**config.mk**
```make
export PLATFORM = sky130hd
export DESIGN_NAME = exc_mem_unit
export DESIGN_NICKNAME = d
export VERILOG_FILES = /design/src/rtl/exc_mem_unit.sv
export SDC_FILE = /design/constraint.sdc
export NUM_CORES = 1
export LEC_CHECK = 0
export CORE_MARGIN = 5
export CORE_UTILIZATION = 40
export CTS_CLUSTER_SIZE = 20
export DETAILED_ROUTE_END_ITERATION = 8
export HOLD_SLACK_MARGIN = 0.1
export PLACE_DENSITY = 0.9
export SLEW_MARGIN = 0
export SYNTH_ARGS = -nofsm -noshare
export SYNTH_HDL_FRONTEND = slang
export SYNTH_SLANG_ARGS = --single-unit
```
**constraint.sdc**
```tcl
create_clock -name clk -period 3.5 [get_ports clk]
set_clock_uncertainty 0.15 [all_clocks]
set_input_delay 0.7 -clock clk [delete_from_list [all_inputs] [get_ports clk]]
set_output_delay 0.7 -clock clk [all_outputs]
set_load 0.01 [all_outputs]
```
**src/rtl/exc_mem_unit.sv**
```systemverilog
// M-stage exception checker: classifies lw/sw/lh/lhu/sh/lb/lbu/sb address faults
// (AdEL=4, AdES=5) against DM size and device windows, registers the code into
// M/W, and latches the first accepted exception until CP0 acknowledges it.
// Optional: define EXC_MEM_CNT_EN to build a saturating accepted-exception counter.
module exc_mem_unit #(
  parameter logic [31:0]  DM_BYTES    = 32'd8192,
  parameter int           DEV_N       = 2,
  parameter logic [127:0] DEV_BASE    = {32'h0, 32'h0, 32'h7f10, 32'h7f00},
  parameter logic [127:0] DEV_RD_LAST = {32'h0, 32'h0, 32'h7f43, 32'h7f0b},
  parameter logic [127:0] DEV_WR_LAST = {32'h0, 32'h0, 32'h7f43, 32'h7f07}
) (
  input  logic        clk,
  input  logic        reset,
  input  logic [31:0] instr_m,
  input  logic [31:0] ao_m,
  input  logic [31:0] pc_m,
  input  logic [4:0]  exccode_e,
  input  logic        bd_e,
  input  logic        stall_m,
  input  logic        flush_m,
  input  logic        exc_ack,
  output logic [4:0]  exccode_m,
  output logic        bd_m,
  output logic [4:0]  exccode_w,
  output logic        bd_w,
  output logic        exc_req,
  output logic [4:0]  exc_code,
  output logic [31:0] exc_epc,
  output logic [31:0] exc_badvaddr,
  output logic [15:0] exc_cnt
);

  typedef enum logic {IDLE, PEND} state_t;

  localparam logic [4:0] ADEL = 5'd4;
  localparam logic [4:0] ADES = 5'd5;

  logic [5:0]  opcode;
  logic        dm_ok;
  logic        dev_rd_hit;
  logic        dev_wr_hit;
  logic        adr_fault;
  logic        is_store;
  logic        capture;
  state_t      state_q;
  logic        exc_req_q;
  logic [4:0]  exc_code_q;
  logic [31:0] exc_epc_q;
  logic [31:0] exc_badvaddr_q;
  logic [4:0]  exccode_w_q;
  logic        bd_w_q;
  logic        unused_instr;

  assign opcode       = instr_m[31:26];
  assign unused_instr = ^instr_m[25:0];
  assign dm_ok        = (ao_m < DM_BYTES);

  // Device window hit detection; only the first DEV_N windows are live.
  always_comb begin
    dev_rd_hit = 1'b0;
    dev_wr_hit = 1'b0;
    for (int i = 0; i < 4; i++) begin
      if (i < DEV_N) begin
        if ((ao_m >= DEV_BASE[32*i +: 32]) && (ao_m <= DEV_RD_LAST[32*i +: 32]))
          dev_rd_hit = 1'b1;
        if ((ao_m >= DEV_BASE[32*i +: 32]) && (ao_m <= DEV_WR_LAST[32*i +: 32]))
          dev_wr_hit = 1'b1;
      end
    end
  end

  // Per-opcode alignment/range check; devices are word-only.
  always_comb begin
    adr_fault = 1'b0;
    is_store  = 1'b0;
    case (opcode)
      6'h23: adr_fault = (ao_m[1:0] != 2'b00) || !(dm_ok || dev_rd_hit);
      6'h2B: begin
        is_store  = 1'b1;
        adr_fault = (ao_m[1:0] != 2'b00) || !(dm_ok || dev_wr_hit);
      end
      6'h21, 6'h25: adr_fault = ao_m[0] || !dm_ok;
      6'h29: begin
        is_store  = 1'b1;
        adr_fault = ao_m[0] || !dm_ok;
      end
      6'h20, 6'h24: adr_fault = !dm_ok;
      6'h28: begin
        is_store  = 1'b1;
        adr_fault = !dm_ok;
      end
      default: adr_fault = 1'b0;
    endcase
  end

  assign exccode_m = adr_fault ? (is_store ? ADES : ADEL) : exccode_e;
  assign bd_m      = bd_e;
  assign capture   = (state_q == IDLE) && (exccode_m != 5'd0) && !stall_m && !flush_m;

  // M/W pipeline register: flush beats stall.
  always_ff @(posedge clk) begin
    if (reset || flush_m) begin
      exccode_w_q <= 5'd0;
      bd_w_q      <= 1'b0;
    end else if (!stall_m) begin
      exccode_w_q <= exccode_m;
      bd_w_q      <= bd_m;
    end
  end

  // Capture FSM: latch first exception, hold until acked; faults during ack are dropped.
  always_ff @(posedge clk) begin
    if (reset) begin
      state_q        <= IDLE;
      exc_req_q      <= 1'b0;
      exc_code_q     <= 5'd0;
      exc_epc_q      <= 32'd0;
      exc_badvaddr_q <= 32'd0;
    end else begin
      case (state_q)
        IDLE: begin
          if (capture) begin
            state_q        <= PEND;
            exc_req_q      <= 1'b1;
            exc_code_q     <= exccode_m;
            exc_epc_q      <= bd_e ? (pc_m - 32'd4) : pc_m;
            exc_badvaddr_q <= adr_fault ? ao_m : pc_m;
          end
        end
        PEND: begin
          if (exc_ack) begin
            state_q   <= IDLE;
            exc_req_q <= 1'b0;
          end
        end
        default: begin
          state_q   <= IDLE;
          exc_req_q <= 1'b0;
        end
      endcase
    end
  end

`ifdef EXC_MEM_CNT_EN
  logic [15:0] cnt_q;

  // Saturating count of accepted exceptions.
  always_ff @(posedge clk) begin
    if (reset)
      cnt_q <= 16'd0;
    else if (capture && (cnt_q != 16'hFFFF))
      cnt_q <= cnt_q + 16'd1;
  end

  assign exc_cnt = cnt_q;
`else
  assign exc_cnt = 16'd0;
`endif

  assign exccode_w    = exccode_w_q;
  assign bd_w         = bd_w_q;
  assign exc_req      = exc_req_q;
  assign exc_code     = exc_code_q;
  assign exc_epc      = exc_epc_q;
  assign exc_badvaddr = exc_badvaddr_q;

endmodule

```
==> flow_summary.ini <==
[worst_setup_path]
r2r_start = state_q
startpoint = ao_m[11]
cp_max_fo = 5
worstPathRequired_ns = 2.65
path_class = input pin to output pin
crit_path_end_kind = output pin
worstPathArrival_ns = 2.57
start_kind = input pin

[final_layout]
final_common_cell = clkdlybuf4s50_1
design_area_mm2 = 0.006211
nFillCells = 827
layout_common_cells = 132 x clkdlybuf4s50_1, 114 x nand3_1, 77 x dfxtp_1
fin_nets = 787
area_growth_pct = 55.27
final_cell_count_no_fill = 818
multi_input_area_mm2 = 0.002302
area.sequential_mm2 = 0.001541
drive_gt1_share_pct = 14.04

[place]
post_dp_cell_area_mm2 = 0.005956
place_hpwl_um = 11530
place_inst = 799
port_buffers = 162
place.gp.congestion = 0.9179

[yosys]
yosys-top-cells-area = dfxtp_1 39%, nand3_1 14%, nor3_1 5.5%
ys_seq_area_share_pct = 38.54
syn_inst = 498
ys_async_sr_fraction_pct = 0
yosys.area.top_type = dfxtp_1
ys_warn_count = 0
ys_types = 44
syn_avg_cell_area_um2 = 8.032
synth_top_area_share_pct = 38.54
synth_edf_count = 0
synth-seq-cells = 77
netlist_area_mm2 = 0.004000
synthFlopType = dfxtp_1

[clock_network]
cts_tree = built
numCtsBuffers = 9
path_clk_slew_ns = 0.08
cts-root-buf = clkbuf_8
clock_path_buffers = 2
clock_sinks = 77
postCtsHoldBufs = 0
h-tree-depth = 3
clkLatencyLatePin_ns = 0.37

[power]
finalPower_mw = 2.217
power_density_mw_per_mm2 = 356.9
ir_drop_mv = 0.1856
p_leak_nw = 2.171

[grt]
track_usage_pct = 24.69
grt_pass1_vias = 4499
antenna_found_initial = 1
grt_pass1_wl_um = 23170
grt_overflow = 0
grt_max_degree = 47

[timing]
drv_slew = 0
whs_ns = 0.3202
worstMarginPinSlew_ns = 0.8784
period_needed_ns = 3.424
clock.fmax_ghz = 0.2921
finalHoldViolations = 0
min_period_over_period_pct = 97.83
slew_headroom_pct = 41.44
setup-violations-final = 0
rsz0062_at_grt = false
setup-tns-final_ns = 0

[detailed_routing]
dr.pass1.iters = 5
vias_per_cell = 5.659
finalWirelength_um = 15180
num_vias = 4629
drc = 0
initialDrtViolationCount = 329
wire_per_inst_um = 18.56
ant_nets = 0

[die]
fp-row-count = 36
ios = 205
die_area_mm2 = 0.01210
dieHeight_um = 110
die_w_um = 110
coreArea_mm2 = 0.009774
start_util_pct = 40.92

[worst_hold_path]
min-delay-start = exc_code[3]
hold_path_class = flip-flop to flip-flop

[status]
status = completed

[flow_run]
maxCapViolCount = 0
[worst paths after layout]
| path | end | slack, ns | cells after the start |
|---|---|---|---|
| hold / removal | exc_code[3] | 0.32 | 2 |
| setup / recovery | exccode_m[2] | 0.08 | 9 |
| setup reg to reg | exc_epc[6] | 1.30 | 6 |
| hold reg to reg | exc_code[3] | 0.32 | 2 |
[flip-flops by register name, summed over array words and instances (netlist names)]
| name | cells |
|---|---|
| exc_code | 5 |
| exc_req | 1 |
| exc_badvaddr | 32 |
| bd_w | 1 |
| exc_epc | 32 |
| state_q | 1 |
| exccode_w | 5 |
[logic make-up after synthesis]
logic type	share of synthesized area, %
AND/OR/NAND/NOR	29.78
AO/OA/AOI/OAI	16.30
flip-flops	38.54
buffers and inverters	7.976
XOR/XNOR	6.131
multiplexers	0.8757
adder cells (fa/ha/maj)	0.3127
other	0.09375
[final cells by class]
| cell class | instances | area share (%) |
|---|---|---|
| inverter | 6 | 0.3626 |
| timing repair buffer | 215 | 31.83 |
| clock inverter | 6 | 1.148 |
| clock buffer | 10 | 2.055 |
| sequential | 77 | 24.82 |
| tap | 133 | 2.679 |
| multi-input combinational | 370 | 37.07 |
| antenna | 1 | 0.04029 |
[stage by stage]
step	utilization (%)	setup slack, ns
floorplan	-	0.2671
global placement	60.93	-0.5373
detailed placement	60.93	-0.6151
CTS	62.97	0.005511
global route	63.54	0.005945
finish	63.54	0.07610
[synthesized netlist by cell type, types with 5 or more instances]
cell type and instances:
clkbuf_1 34, nor3_1 44, dfxtp_1 77, a31oi_1 34, a21oi_1 12, a211oi_1 28
nor2_1 14, nor4_1 13, xnor2_1 23, buf_4 17, xor2_1 5, nand2_1 15
buf_2 6, nand3_1 114, inv_1 6
[worst max-delay path: stages]
cell and delay (ns):
clkdlybuf4s50_1 0.48, nand4b_1 0.19, nor2_2 0.22, a41oi_2 0.15, buf_4 0.17, a211oi_4 0.32, buf_4 0.16, nand2b_1 0.04
buf_2 0.13
[power by group]
part	total (mW)	switching, mW	leakage [nW]	internal (mW)
Combinational	0.554	0.272	1.45	0.281
Clock	0.696	0.361	0.0935	0.336
Sequential	0.967	0.0329	0.631	0.934
[routing by layer]
metal	share of wire (%)	routed length, um	GRT usage [%]	up-vias
li1	-	-	-	2184
met5	0	0	0	-
met2	50	7608	41.68	203
met3	7.8	1181	6.407	35
met1	39	5898	29.17	2207
met4	3.2	490	11.58	0
[repair_timing]
action / CTS / global route
endpoints found under the hold margin: 0 / 0
gates resized for setup: 47 / 13
endpoints found under the setup margin: 5 / 5
buffers inserted: 2 / 0
cloned: 0 / 0
pin swaps: 15 / 9
No activity file was read; power rests on OpenSTA's default activity.
